==> src/rtl/sm_spiframe.sv <==
// SPI write-frame decoder: address then data words (MSB first), one wr_en per word.
// Optional macro SPI_BURST_EN: stay in DATA and auto-increment the address after each word.
module sm_spiframe #(
  parameter  int ADDR_BYTES = 1,
  parameter  int DATA_BYTES = 1,
  localparam int ADDR_W     = 8*ADDR_BYTES,
  localparam int DATA_W     = 8*DATA_BYTES
) (
  input  logic              clk_i,
  input  logic              reset_i,
  input  logic              nss_i,
  input  logic              rx_valid_i,
  input  logic [7:0]        rx_byte_i,
  output logic [ADDR_W-1:0] wr_addr_o,
  output logic [DATA_W-1:0] wr_data_o,
  output logic              wr_en_o,
  output logic              frame_err_o,
  output logic [1:0]        state_o
);
  localparam logic [1:0] IDLE = 2'b00;
  localparam logic [1:0] ADDR = 2'b01;
  localparam logic [1:0] DATA = 2'b10;
  localparam logic [1:0] HOLD = 2'b11;

  localparam logic [1:0] A_LAST = 2'(ADDR_BYTES-1);
  localparam logic [1:0] D_LAST = 2'(DATA_BYTES-1);

  logic              nss_q, rv_q;
  logic [1:0]        state_q, state_d;
  logic [1:0]        cnt_q, cnt_d;
  logic [ADDR_W-1:0] addr_q, addr_d;
  logic [DATA_W-1:0] data_q, data_d;
  logic [ADDR_W-1:0] wr_addr_q, wr_addr_d;
  logic [DATA_W-1:0] wr_data_q, wr_data_d;
  logic              wr_en_q, wr_en_d;
  logic              err_q, err_d;
  logic              wrote_q, wrote_d;   // at least one word committed this frame
  logic              ovr_q, ovr_d;       // overrun already reported this frame

  logic              start, bs;
  logic [ADDR_W-1:0] addr_sh;
  logic [DATA_W-1:0] data_sh;

  assign start   = nss_q & ~nss_i;
  assign bs      = rv_q & ~rx_valid_i;
  assign addr_sh = (addr_q << 8) | ADDR_W'(rx_byte_i);
  assign data_sh = (data_q << 8) | DATA_W'(rx_byte_i);

  always_comb begin
    state_d   = state_q;
    cnt_d     = cnt_q;
    addr_d    = addr_q;
    data_d    = data_q;
    wr_addr_d = wr_addr_q;
    wr_data_d = wr_data_q;
    wr_en_d   = 1'b0;
    err_d     = 1'b0;
    wrote_d   = wrote_q;
    ovr_d     = ovr_q;
    if (state_q == IDLE) begin
      if (start) begin
        state_d = ADDR;
        cnt_d   = '0;
        wrote_d = 1'b0;
        ovr_d   = 1'b0;
      end
    end else if (nss_i) begin
      // Frame closed: a partial word, address-only frame or a byte racing nss is a truncation.
      state_d = IDLE;
      cnt_d   = '0;
      err_d   = (state_q == ADDR) ||
                ((state_q == DATA) && ((cnt_q != '0) || !wrote_q || bs));
    end else begin
      case (state_q)
        ADDR: if (bs) begin
          addr_d = addr_sh;
          if (cnt_q == A_LAST) begin
            state_d = DATA;
            cnt_d   = '0;
          end else begin
            cnt_d = cnt_q + 2'd1;
          end
        end
        DATA: if (bs) begin
          data_d = data_sh;
          if (cnt_q == D_LAST) begin
            wr_en_d   = 1'b1;
            wr_data_d = data_sh;
            wr_addr_d = addr_q;
            cnt_d     = '0;
            wrote_d   = 1'b1;
`ifdef SPI_BURST_EN
            addr_d    = addr_q + 1'b1;
`else
            state_d   = HOLD;
`endif
          end else begin
            cnt_d = cnt_q + 2'd1;
          end
        end
        default: if (bs && !ovr_q) begin
          err_d = 1'b1;
          ovr_d = 1'b1;
        end
      endcase
    end
  end

  always_ff @(posedge clk_i) begin
    if (reset_i) begin
      nss_q     <= 1'b0;
      rv_q      <= 1'b0;
      state_q   <= IDLE;
      cnt_q     <= '0;
      addr_q    <= '0;
      data_q    <= '0;
      wr_addr_q <= '0;
      wr_data_q <= '0;
      wr_en_q   <= 1'b0;
      err_q     <= 1'b0;
      wrote_q   <= 1'b0;
      ovr_q     <= 1'b0;
    end else begin
      nss_q     <= nss_i;
      rv_q      <= rx_valid_i;
      state_q   <= state_d;
      cnt_q     <= cnt_d;
      addr_q    <= addr_d;
      data_q    <= data_d;
      wr_addr_q <= wr_addr_d;
      wr_data_q <= wr_data_d;
      wr_en_q   <= wr_en_d;
      err_q     <= err_d;
      wrote_q   <= wrote_d;
      ovr_q     <= ovr_d;
    end
  end

  assign wr_addr_o   = wr_addr_q;
  assign wr_data_o   = wr_data_q;
  assign wr_en_o     = wr_en_q;
  assign frame_err_o = err_q;
  assign state_o     = state_q;
endmodule

==> config.mk <==
export PLATFORM = sky130hd
export DESIGN_NAME = sm_spiframe
export DESIGN_NICKNAME = d
export VERILOG_FILES = /design/src/rtl/sm_spiframe.sv
export SDC_FILE = /design/constraint.sdc
export NUM_CORES = 1
export LEC_CHECK = 0
export CAP_MARGIN = 10
export CORE_MARGIN = 2
export CORE_UTILIZATION = 30
export CTS_BUF_LIST = sky130_fd_sc_hd__clkbuf_8
export CTS_CLUSTER_SIZE = 30
export DETAILED_ROUTE_END_ITERATION = 10
export PLACE_DENSITY = 0.53
export SETUP_SLACK_MARGIN = 0.2
export SYNTH_ARGS = -nofsm -noshare
export SYNTH_HDL_FRONTEND = slang
export SYNTH_SLANG_ARGS = --single-unit
export TNS_END_PERCENT = 50
==> constraint.sdc <==
create_clock -name clk_i -period 1.65 [get_ports clk_i]
set_clock_uncertainty 0.15 [all_clocks]
set_input_delay 0.165 -clock clk_i [delete_from_list [all_inputs] [get_ports clk_i]]
set_output_delay 0.165 -clock clk_i [all_outputs]
set_load 0.02 [all_outputs]
# Word level (Yosys, flattened, before mapping)
# Index checks and enable logic that the tools add are counted.
[op_classes]
addsub = 1
mul = 0
div = 0
order_cmp = 0
eq_ne = 9
shift = 0
muxes = 28
bitwise = 7
n_reduce_logical = 26
[ops]
columns = ["operator", "n"]
rows = [
  ["two-way mux 2 bit", 13],
  ["two-way mux 1 bit", 14],
  ["AND reduction 5 bit", 2],
  ["nonzero test 2 bit", 5],
  ["!= test 4 x 3 -> 1 bit (second input constant)", 2],
  ["!= test 4 bit (second input constant)", 2],
  ["AND reduction 4 bit", 2],
  ["AND reduction 6 bit", 1],
  ["nonzero test 3 bit", 2],
  ["inverter 1 bit", 5],
  ["OR reduction 5 bit", 1],
  ["zero test 2 bit", 2],
  ["!= test 2 x 1 -> 1 bit (second input constant)", 2],
  ["one-hot mux 2 bit (2 select lines)", 1],
  ["nonzero test 4 bit", 1],
  ["OR reduction 2 bit", 2],
  ["logical OR 1 bit", 3],
  ["AND reduction 3 bit", 1],
  ["adder 2 x 1 -> 2 bit (second input constant)", 1],
  ["bitwise AND 1 bit", 2],
  ["equality test 2 x 1 -> 1 bit (second input constant)", 1],
  ["equality test 2 bit (second input constant)", 1],
  ["logical AND 1 bit", 2],
  ["zero test 1 bit", 2],
  ["!= test 2 bit (second input constant)", 1],
]
[totals]
regBits = 34
latch_bits = 0
ram_bits = 0
mem_bits_ro = 0
input_bits = 12
out_inout_bits = 20
word_cells = 82
memories = 0

# Longest topological paths before layout
# Gate-level depths: netlist (run 1).
[logic_depth]
depth_word = 7
depth_mapped = 9
depth_no_buf = 6

# Worst setup path before layout (run 1)
# No wires, ideal clock.
[synth_path]
path_kind = "register to register"
startpoint = "register state_q[0] (netlist: state_o[0])"
endpoint = "register wr_addr_q[4] (netlist: wr_addr_o[4])"
t_arrival_ns = 1.714
required_time_ns = 1.368
path_slack_ns = -0.346
path_stages_with_launch = 9
synth_period_minus_slack_ns = 1.996
path_cell_list = "dfxtp_1 -> inv_1 -> ha_1 -> buf_4 -> nor2_1 -> nand4_1 -> buf_2 -> nand2_1 -> a21oi_1"
[synth_via]
elab_chain_cells = 3
word_cells_on_any_way = 4
cone_classes = "eq/ne (1); bitwise (1); reduce/logical (2)"
[synth_lines]
columns = ["item", "line", "rtl"]
rows = [
  ["from (decl)", "29", "logic [1:0] state_q, state_d;"],
  ["from (signal assigned)", "126", "state_q <= state_d;"],
  ["zero test 2 bit", "60", "if (state_q == IDLE) begin"],
  ["inverter 1 bit (no source line)", "-", ""],
  ["AND reduction 5 bit (no source line) *", "-", ""],
  ["to (signal assigned)", "130", "wr_addr_q <= wr_addr_d;"],
  ["to (decl)", "33", "logic [ADDR_W-1:0] wr_addr_q, wr_addr_d;"],
]
# Mark *: on every way between the ends. The rest lies on a longest branch, timed or not.
# A chain may end at the register's enable or synchronous reset.

# Worst setup path in the final report (run 1)
[layout_path]
startpoint = "register state_q[0] (netlist: state_o[0])"
endpoint = "register state_q[1] (netlist: state_o[1])"
[layout_via]
elab_chain_cells = 4
word_cells_on_any_way = 13
cone_classes = "eq/ne (7); mux (3); reduce/logical (3)"
[layout_lines]
columns = ["item", "line", "rtl"]
rows = [
  ["equality test 2 bit / equality test 2 x 1 -> 1 bit (equally long branches)", "74", "case (state_q)"],
  ["one-hot mux 2 bit (2 select lines)", "74", ""],
  ["two-way mux 2 bit", "67", "end else if (nss_i) begin"],
  ["two-way mux 2 bit", "60", ""],
]
# Parallel ways exist; a longest one is shown, timed or not.

==> results of run 1 <==
-- cells in the mapped netlist, drive strengths merged, types with 2 or more instances --
| master | instances |
|---|---|
| mux2i | 8 |
| ha | 8 |
| nand2 | 33 |
| clkbuf | 4 |
| nand2b | 3 |
| nand4b | 2 |
| o31ai | 2 |
| dfxtp | 34 |
| a21oi | 23 |
| o21ai | 3 |
| inv | 6 |
| buf | 5 |
| nor2 | 15 |
| nand3 | 2 |
-- metal layers --
layer	vias to the layer above	global-route usage, %
li1	653	-
met1	588	18.0
met2	22	21.5
met3	4	4.14
met4	0	5.56
met5	-	0
-- report_power, final --
part / switching (uW) / internal (uW)
sequential: 49.6 / 860
clock: 320 / 450
combinational: 438 / 528
total: 808 / 1840
-- timing repair --
| action | CTS | global route |
|---|---|---|
| setup endpoints to repair | 51 | 33 |
| pin swaps | 9 | 5 |
| setup buffers | 2 | 0 |
| hold buffers | 0 | 0 |
| gates resized for setup | 35 | 9 |
-- sequential cells by signal (all words and copies together), names as in the netlist --
name         cells
addr_q           8
cnt_q            2
frame_err_o      1
nss_q            1
ovr_q            1
rv_q             1
state_o          2
wr_addr_o        8
wr_data_o        8
wr_en_o          1
wrote_q          1
-- through the flow --
step | TNS (ns) | power (uW)
final | -0.0904 | 2650
after global routing | -0.251 | 2770
after CTS | -0.0795 | 2570
after detailed placement | -1.88 | 1630
after global placement | -1.38 | 1640
after floorplan | -0.332 | 1320
-- cell type report --
class	instances	share of cell area [%]
clock buffer	5	3.18
clock inverter	3	2.02
timing repair buffer	54	22.7
sequential	34	31.8
inverter	6	1.50
multi-input combinational	113	35.7
tap	54	3.12
-- how the worst min path moves through the flow --
stage / start / endpoint / slack (ns) / cells after the start
5_1_grt: rx_byte_i[5] / wr_data_o[5]$_SDFFE_PP0P_ / 0.33 / 3
3_5_place_dp: wr_addr_o[3]$_SDFFE_PP0P_ / wr_addr_o[3]$_SDFFE_PP0P_ / 0.30 / 2
3_3_place_gp: wr_data_o[6]$_SDFFE_PP0P_ / wr_data_o[6]$_SDFFE_PP0P_ / 0.29 / 2
4_1_cts: wr_addr_o[3]$_SDFFE_PP0P_ / wr_addr_o[3]$_SDFFE_PP0P_ / 0.31 / 2
2_1_floorplan: rx_valid_i / rv_q$_SDFF_PP0_ / 0.14 / 1
6_report: wr_addr_o[2]$_SDFFE_PP0P_ / wr_addr_o[2]$_SDFFE_PP0P_ / 0.30 / 2
-- worst max-delay path, stage by stage, from the launching register on --
cell and delay, ns:
dfxtp_4 0.40, inv_6 0.06, ha_4 0.16, o221a_4 0.28
or4_4 0.48, a21oi_2 0.11
-- cells by family after synthesis --
family          after synthesis
buf+inv                      15
simple gates                 63
flops                        34
compound gates               34
fa+ha+maj                     8
mux                           8
==> flow_summary.toml, run 1 <==
[outcome]
status = "finished, violations left"
violations = "negative setup slack"

[critical_path]
cp-start-kind = "flip-flop"
worstSetupPathType = "reg -> reg"
critPathMaxFanout = 4
r2r_end = "state_o[1]$_SDFFE_PP0P_"
reg2reg_depth = 5
r2r_slack_ns = -0.05
reg2reg_from = "state_o[0]$_SDFFE_PP0P_"
arrival_ns = 1.77
endpoint_kind = "flip-flop"
cp-startpoint = "state_o[0]$_SDFFE_PP0P_"
endpoint = "state_o[1]$_SDFFE_PP0P_"
required_ns = 1.72

[routing]
routed-wl-met3_um = 122
wl_mm = 3.44
maxUsedRoutingLayer = "met4"
vias = 1267
drtIter0Drc = 42
m1WireLength_mm = 1.66
wl_met2_mm = 1.60
vias_per_cell = 4.71
wl_per_cell_um = 12.8
drc = 0
ant_nets = 0
drtPass1Iterations = 4

[placed_design]
place_congestion = 0.812
pre_cts_ws_ns = -0.208
io_buffers = 31
place_area_um2 = 1980
post-place-cells = 259
dp_hpwl_mm = 2.40

[sta]
maxSlewHeadroom_pct = 79.4
finalSetupViolCount = 2
setup_slack_ns = -0.0536
worst_pin_slew_ns = 0.301
finalHoldViolCount = 0
period_needed_ns = 1.70
hold_ws_ns = 0.301
slew_viol_final = 0
max_freq_ghz = 0.587
rsz0062_at_grt = "true"
final.period_utilization_pct = 103

[yosys]
ys_ff_latch = 34
synth_xor_area_share_pct = 0
yosysTopAreaCell = "dfxtp_1"
avgSynthCellArea_um2 = 8.84
synthTopCellsByArea = "dfxtp_1 (48%), nand2_1 (8.7%), a21oi_1 (8.0%), ha_1 (7.0%), mux2i_1 (5.6%)"
synth_fp_nets = 182
synth-edff-count = 0
async_flop_share_pct = 0
yosys.area_share.simple_pct = 20.5
ys_warn_count = 0
yosysSeqAreaShare_pct = 47.6
ys_types = 32
synthMuxAreaShare_pct = 5.59
synthAdderAreaFrac_pct = 6.99
synth_area_um2 = 1430
ys.flop_type = "dfxtp_1"
synth_top_cell_area_share_pct = 47.6
synth_compound_area_share_pct = 14.3
synth_top_family_by_area = "simple AND/OR/NAND/NOR gates"
synthCells = 162

[floorplanning]
die_area_um2 = 5340
chipHeight_um = 73.1
initial_core_util_pct = 30.7
pin_count = 32
core_area_um2 = 4660
fp-row-count = 25
fp.dieW_um = 73.1

[cts]
insertion_delay_ns = 0.29
cts_tree = "done"
cts-root-buf = "clkbuf_8"
numCtsBuffers = 5
clk_pin_slew_worst_paths_ns = 0.08
clock-sinks = 34
htreeDepth = 2
clk_path_buf_depth = 2

[grt]
grt_first_pass_wirelength_mm = 5.66
antenna_found_initial = 0
grt_usage_pct = 13.9
grt_pass1_vias = 1222
grt-ovfl-total = 0
grt_max_degree = 26

[finish]
multiInputGateArea_um2 = 773
drive_above_1_share_pct = 25.6
seq_area_um2 = 688
insertedDiodeCount = 0
fillerInstances = 452
nets = 234
area_growth_pct = 51.3
final_area_um2 = 2170
layout_commonest_cell = "nand2_1"
instances_no_fill = 269
final_cell_mix = "nand2_1 (33), dfxtp_1 (32), a21oi_1 (20), dlygate4sd2_1 (18), buf_4 (18)"
utilization_pct = 46.5

[power_and_ir_drop]
power.density_nw_per_um2 = 1220
cellLeakagePower_uw = 0.000939
vdd_drop_max_mv = 0.612

[run]
maxCapViolations = 0

[min_path]
hp-class = "reg -> reg"
(Power assumes the default switching activity.)
==> inputs of run 2 (changes only) <==
--- a/config.mk
+++ b/config.mk
@@ -7,11 +7,11 @@
 export LEC_CHECK = 0
 export CAP_MARGIN = 10
 export CORE_MARGIN = 2
-export CORE_UTILIZATION = 30
+export CORE_UTILIZATION = 46
 export CTS_BUF_LIST = sky130_fd_sc_hd__clkbuf_8
 export CTS_CLUSTER_SIZE = 30
 export DETAILED_ROUTE_END_ITERATION = 10
-export PLACE_DENSITY = 0.53
+export PLACE_DENSITY = 0.76
 export SETUP_SLACK_MARGIN = 0.2
 export SYNTH_ARGS = -nofsm -noshare
 export SYNTH_HDL_FRONTEND = slang
==> run 2 against run 1 <==
Compared with the run above: the flow still finishes with violations (negative setup slack); sequential power is 0.8% lower; setup slack worse by 0.034 ns; first-iteration DRC count is 40% higher; final cell count is 4.8% lower; die area is 33% lower; sequential cell count stayed put; global-route usage is 13 points higher; power is 7.9% higher; clock-buffer cell count stayed put; largest cell class unchanged.
==> flow_summary.toml, run 2 (same netlist as run 1, synthesis figures left out) <==
[finish]
nets = 242
utilization_pct = 82.1
drive_above_1_share_pct = 46.6
final_area_um2 = 2470
insertedDiodeCount = 0
layout_commonest_cell = "dfxtp_1"
final_cell_mix = "dfxtp_1 (32), buf_4 (19), dlygate4sd2_1 (18), a21oi_2 (17)"
area_growth_pct = 72.3

[grt]
grt_usage_pct = 27.0
antenna_found_initial = 0
grt_first_pass_wirelength_mm = 6.99
grt-ovfl-total = 0
grt_pass1_vias = 1453
grt_max_degree = 18

[power_and_ir_drop]
power.density_nw_per_um2 = 1160
clkPwrFrac_pct = 26.7
power_frac_comb_pct = 41.7
p_seq_share_pct = 31.6
vdd_drop_max_mv = 1.15
sw_frac_of_total_pct = 32.1
cellLeakagePower_uw = 0.00116
p_switching_uw = 915
intPower_uw = 1940
total_power_uw = 2850

[critical_path]
path_cells = "inv_6, ha_4, nor3_2, a21o_1, buf_4, o21ai_0, a21oi_2"
endpoint_kind = "flip-flop"
worst-path-buf-inv = 2
reg2reg_depth = 7
slowest_delay_ns = 0.39
worstSetupPathType = "reg -> reg"
crit_cells = 7
cp-start-kind = "flip-flop"
critPathMaxFanout = 4
arrival_ns = 1.81
critPathTopFamily = "flip-flops"
required_ns = 1.73
cp_slowest_cell = "dfxtp_4"

[cts]
cts_tree = "done"
cts-root-buf = "clkbuf_8"
numCtsBuffers = 5
clock-sinks = 34
clk_path_buf_depth = 2
htreeDepth = 2
insertion_delay_ns = 0.29
clk_pin_slew_worst_paths_ns = 0.07
postCtsHoldBufs = 0

[sta]
final.period_utilization_pct = 105
max_freq_ghz = 0.576
rsz0062_at_grt = "true"
slew_viol_final = 0
hold_ws_ns = 0.299
maxSlewHeadroom_pct = 72.5
setup_slack_ns = -0.0874
finalSetupViolCount = 15
worst_pin_slew_ns = 0.402
period_needed_ns = 1.74
finalHoldViolCount = 0

[floorplanning]
die_area_um2 = 3570
fp.dieW_um = 59.8
core_area_um2 = 3000
initial_core_util_pct = 47.7
chipHeight_um = 59.8
pin_count = 32
fp-row-count = 20

[min_path]
min_path_cells = 2
hp-class = "reg -> reg"

[routing]
drtIter0Drc = 59
wl_mm = 4.97
ant_nets = 0
wl_per_cell_um = 19.4
vias = 1448
vias_per_cell = 5.66
drc = 0
drtPass1Iterations = 4

[outcome]
violations = "negative setup slack"
status = "finished, violations left"

[placed_design]
place_congestion = 0.838
pre_cts_ws_ns = -0.236
io_buffers = 31
place_area_um2 = 1960
dp_hpwl_mm = 2.50

[run]
maxCapViolations = 0
-- run 2: cell types whose count changed in the layout (fill, tap and decap cells not counted), moves of 2 or more --
cell / change
nand2_1: -21
a21oi_1: -15
a21oi_2: +14
nand2_4: +12
nand2_2: +9
buf_6: +4
clkinv_2: +2
nor2_2: -2
nor2_4: +2
-- run 2: timing repair --
action / in CTS / in global routing
cloned: 1 / 1
buffers inserted: 1 / 5
endpoints found under the setup margin: 52 / 34
pin swaps: 43 / 26
resized for setup: 71 / 37
-- run 2: final timing paths --
check                                  from                        end  slack, ns
setup / recovery    state_o[1]$_SDFFE_PP0P_    state_o[1]$_SDFFE_PP0P_      -0.09
hold / removal    wr_addr_o[0]$_SDFFE_PP0P_  wr_addr_o[0]$_SDFFE_PP0P_       0.30
setup reg to reg    state_o[1]$_SDFFE_PP0P_    state_o[1]$_SDFFE_PP0P_      -0.09
hold reg to reg   wr_addr_o[0]$_SDFFE_PP0P_  wr_addr_o[0]$_SDFFE_PP0P_       0.30
-- run 2: stage by stage --
| step | instances | setup TNS [ns] |
|---|---|---|
| after global placement | 240 | -0.934 |
| final | 256 | -0.387 |
| after detailed placement | 240 | -2.41 |
| after CTS | 250 | -0.0535 |
| after global routing | 256 | -1.73 |
| after floorplan | 162 | -0.332 |
-- run 2: power by group through the flow --
stage               clock network (uW)  registers, uW  logic (uW)
floorplan                            0            940         383
global placement                     0            907         740
finish                             762            902        1190
global route                       802            905        1260
detailed placement                   0            909         768
CTS                                760            898         951
-- run 2: final cells by class --
class,count,area (um^2)
multi-input combinational,113,986
sequential,34,688
timing repair buffer,62,609
fill,159,537
clock buffer,5,68.8
tap,33,41.3
clock inverter,3,40.0
inverter,6,32.5
-- run 2: worst register-to-register path: cells and delay by family (launching register included) --
family	cells	cell delay [ns]
AO/OA/AOI/OAI	3	0.40
flip-flops	1	0.39
AND/OR/NAND/NOR	1	0.30
adder cells (fa/ha/maj)	1	0.26
buffers and inverters	2	0.17
-- run 2: routing by layer --
metal	vias up	share of wire, %	GRT usage (%)	wire length, um
met2	56	53	46.1	2620
met1	703	39	31.3	1940
met3	17	4.0	7.79	201
met4	0	4.1	11.4	206
li1	672	-	-	-
met5	-	0	0	0
==> inputs of run 3 (changes only) <==
--- a/config.mk
+++ b/config.mk
@@ -6,10 +6,8 @@
 export NUM_CORES = 1
 export LEC_CHECK = 0
 export CAP_MARGIN = 10
-export CORE_MARGIN = 2
 export CORE_UTILIZATION = 46
 export CTS_BUF_LIST = sky130_fd_sc_hd__clkbuf_8
-export CTS_CLUSTER_SIZE = 30
 export DETAILED_ROUTE_END_ITERATION = 10
 export PLACE_DENSITY = 0.76
 export SETUP_SLACK_MARGIN = 0.2
==> run 3 against run 2 <==
Compared with the run above: highest routed layer unchanged; critical path depth unchanged; clock power increased by 24%; final area down 4.1%; clock-buffer cell count up 1; the run ends with design-rule violations, negative setup slack left; worst hold slack gained 0.013 ns; via count fell by 4.4%; first-iteration DRC count decreased by 5.1%.
==> flow_summary.toml, run 3 (same netlist as run 1, synthesis figures left out) <==
[grt]
grtUsageMet2_pct = 40.2
grt_pass1_vias = 1259
grt_max_degree = 26
grt_busiest_layer = "met2"
grt_usage_pct = 23.3
grtUsageMet1_pct = 29.8
grt.met3_usage_pct = 4.02
grt-ovfl-total = 0
grt_first_pass_wirelength_mm = 5.83
antenna_found_initial = 0

[floorplanning]
initial_core_util_pct = 50.2
core_area_um2 = 2850
chipHeight_um = 57.8
fp-row-count = 19
pin_count = 32
fp.dieW_um = 57.8
die_area_um2 = 3340

[routing]
drtPass1Iterations = 7
drc = 2
ant_nets = 0
vias = 1384
wl_per_cell_um = 17.4
wl_mm = 4.32
drtIter0Drc = 56
vias_per_cell = 5.58

[critical_path]
cp-start-kind = "flip-flop"
critPathMaxFanout = 6
worst-path-buf-inv = 2
critPathTopFamily = "simple AND/OR/NAND/NOR gates"
worstSetupPathType = "reg -> reg"
arrival_ns = 1.77
r2r_slack_ns = -0.06
endpoint_kind = "flip-flop"
required_ns = 1.71
cp_slowest_cell = "or3_1"
path_cells = "inv_6, ha_4, buf_6, nor3_4, a21o_1, or3_1, a21oi_2"
slowest_delay_ns = 0.38

[cts]
numCtsBuffers = 5
htreeDepth = 2
clock-sinks = 34
clk_path_buf_depth = 2
insertion_delay_ns = 0.28
clk_pin_slew_worst_paths_ns = 0.07
cts_tree = "done"
cts-root-buf = "clkbuf_8"

[placed_design]
dp_hpwl_mm = 2.40
io_buffers = 31
place_congestion = 0.837
post-place-cells = 236

[finish]
nets = 236
area_growth_pct = 65.3
multiInputGateArea_um2 = 933
final_cell_mix = "dfxtp_1 (32), dlygate4sd2_1 (21), nand2_1 (16), buf_4 (16)"
drive_above_1_share_pct = 38.7
seq_area_um2 = 688
fillerInstances = 154
insertedDiodeCount = 0
layout_commonest_cell = "dfxtp_1"
instances_no_fill = 248

[sta]
worst_pin_slew_ns = 0.324
maxSlewHeadroom_pct = 78.4
rsz0062_at_grt = "true"
finalHoldViolCount = 0
max_freq_ghz = 0.585
period_needed_ns = 1.71
finalSetupViolCount = 16
setup_slack_ns = -0.0604
final.period_utilization_pct = 104
slew_viol_final = 0

[power_and_ir_drop]
power.density_nw_per_um2 = 1200
vdd_drop_max_mv = 0.945
total_power_uw = 2850
cellLeakagePower_uw = 0.00108

[outcome]
status = "finished, violations left"
violations = "design-rule violations, negative setup slack"

[min_path]
hp-class = "reg -> reg"

[run]
maxCapViolations = 0
==> run 3: changes by cell type in the layout (fill, tap and decap cells not counted), sizes merged <==
cell           before  now
bufinv              1    2
clkinv              2    0
buf                30   24
dlygate4sd2        18   21
clkdlybuf4s50      11   10
clkdlybuf4s15       2    0
clkbuf              6    7
==> run 3: per-stage QoR <==
step                hold WS (ns)  instance area [um^2]  TNS [ns]  utilization (%)  setup WS [ns]
floorplan                  0.143                  1480    -0.332                -        -0.0830
global placement           0.290                  1950     -2.77             68.2         -0.173
detailed placement         0.301                  1950     -3.77             68.2         -0.228
CTS                        0.307                  2140   -0.0546             74.9        -0.0496
global route               0.335                  2370     -1.20             82.9         -0.121
finish                     0.313                  2370    -0.421             82.9        -0.0604
==> run 3: cell type report <==
type                    count  area share [%]
well taps                  31            1.64
repair buffers             56            22.4
clock buffers               6            3.49
flip-flops and latches     34            29.1
multi-input cells         113            39.5
clock inverters             2            2.54
inverters                   6            1.37
==> run 3: final timing paths <==
check                                 start                        end  cells past startpoint
setup / recovery    state_o[0]$_SDFFE_PP0P_    state_o[0]$_SDFFE_PP0P_                      7
hold / removal    wr_data_o[3]$_SDFFE_PP0P_  wr_data_o[3]$_SDFFE_PP0P_                      2
setup reg to reg    state_o[0]$_SDFFE_PP0P_    state_o[0]$_SDFFE_PP0P_                      7
hold reg to reg   wr_data_o[3]$_SDFFE_PP0P_  wr_data_o[3]$_SDFFE_PP0P_                      2
==> run 3: metal layers <==
layer	share of wire, %	vias up	wire [um]
met1	41	655	1750
met4	2.2	0	97
met5	0	-	0
met2	51	64	2220
li1	-	654	-
met3	5.7	11	245
==> run 3: worst reg2reg max path: cells and delay by family (launching register included) <==
family,cells,cell delay (ns)
buffers and inverters,2,0.22
AOI/OAI and AO/OA,2,0.31
DFF,1,0.37
and+or+nand+nor,2,0.42
adders and majority gates,1,0.16
==> run 3: report_power, final <==
part	internal [uW]	switching (uW)	leakage [uW]	total, uW
Combinational	513	489	0.000733	1000
Clock	644	300	0.0000714	944
Sequential	860	40.3	0.000276	900
Total	2020	829	0.00108	2850
==> run 3: what timing repair did <==
| item | 4_1_cts | 5_1_grt |
|---|---|---|
| setup buffers | 0 | 2 |
| setup endpoints to repair | 51 | 33 |
| hold buffers | 0 | 0 |
| pin swaps | 9 | 24 |
| gates resized for setup | 37 | 49 |
| cloned | 0 | 2 |
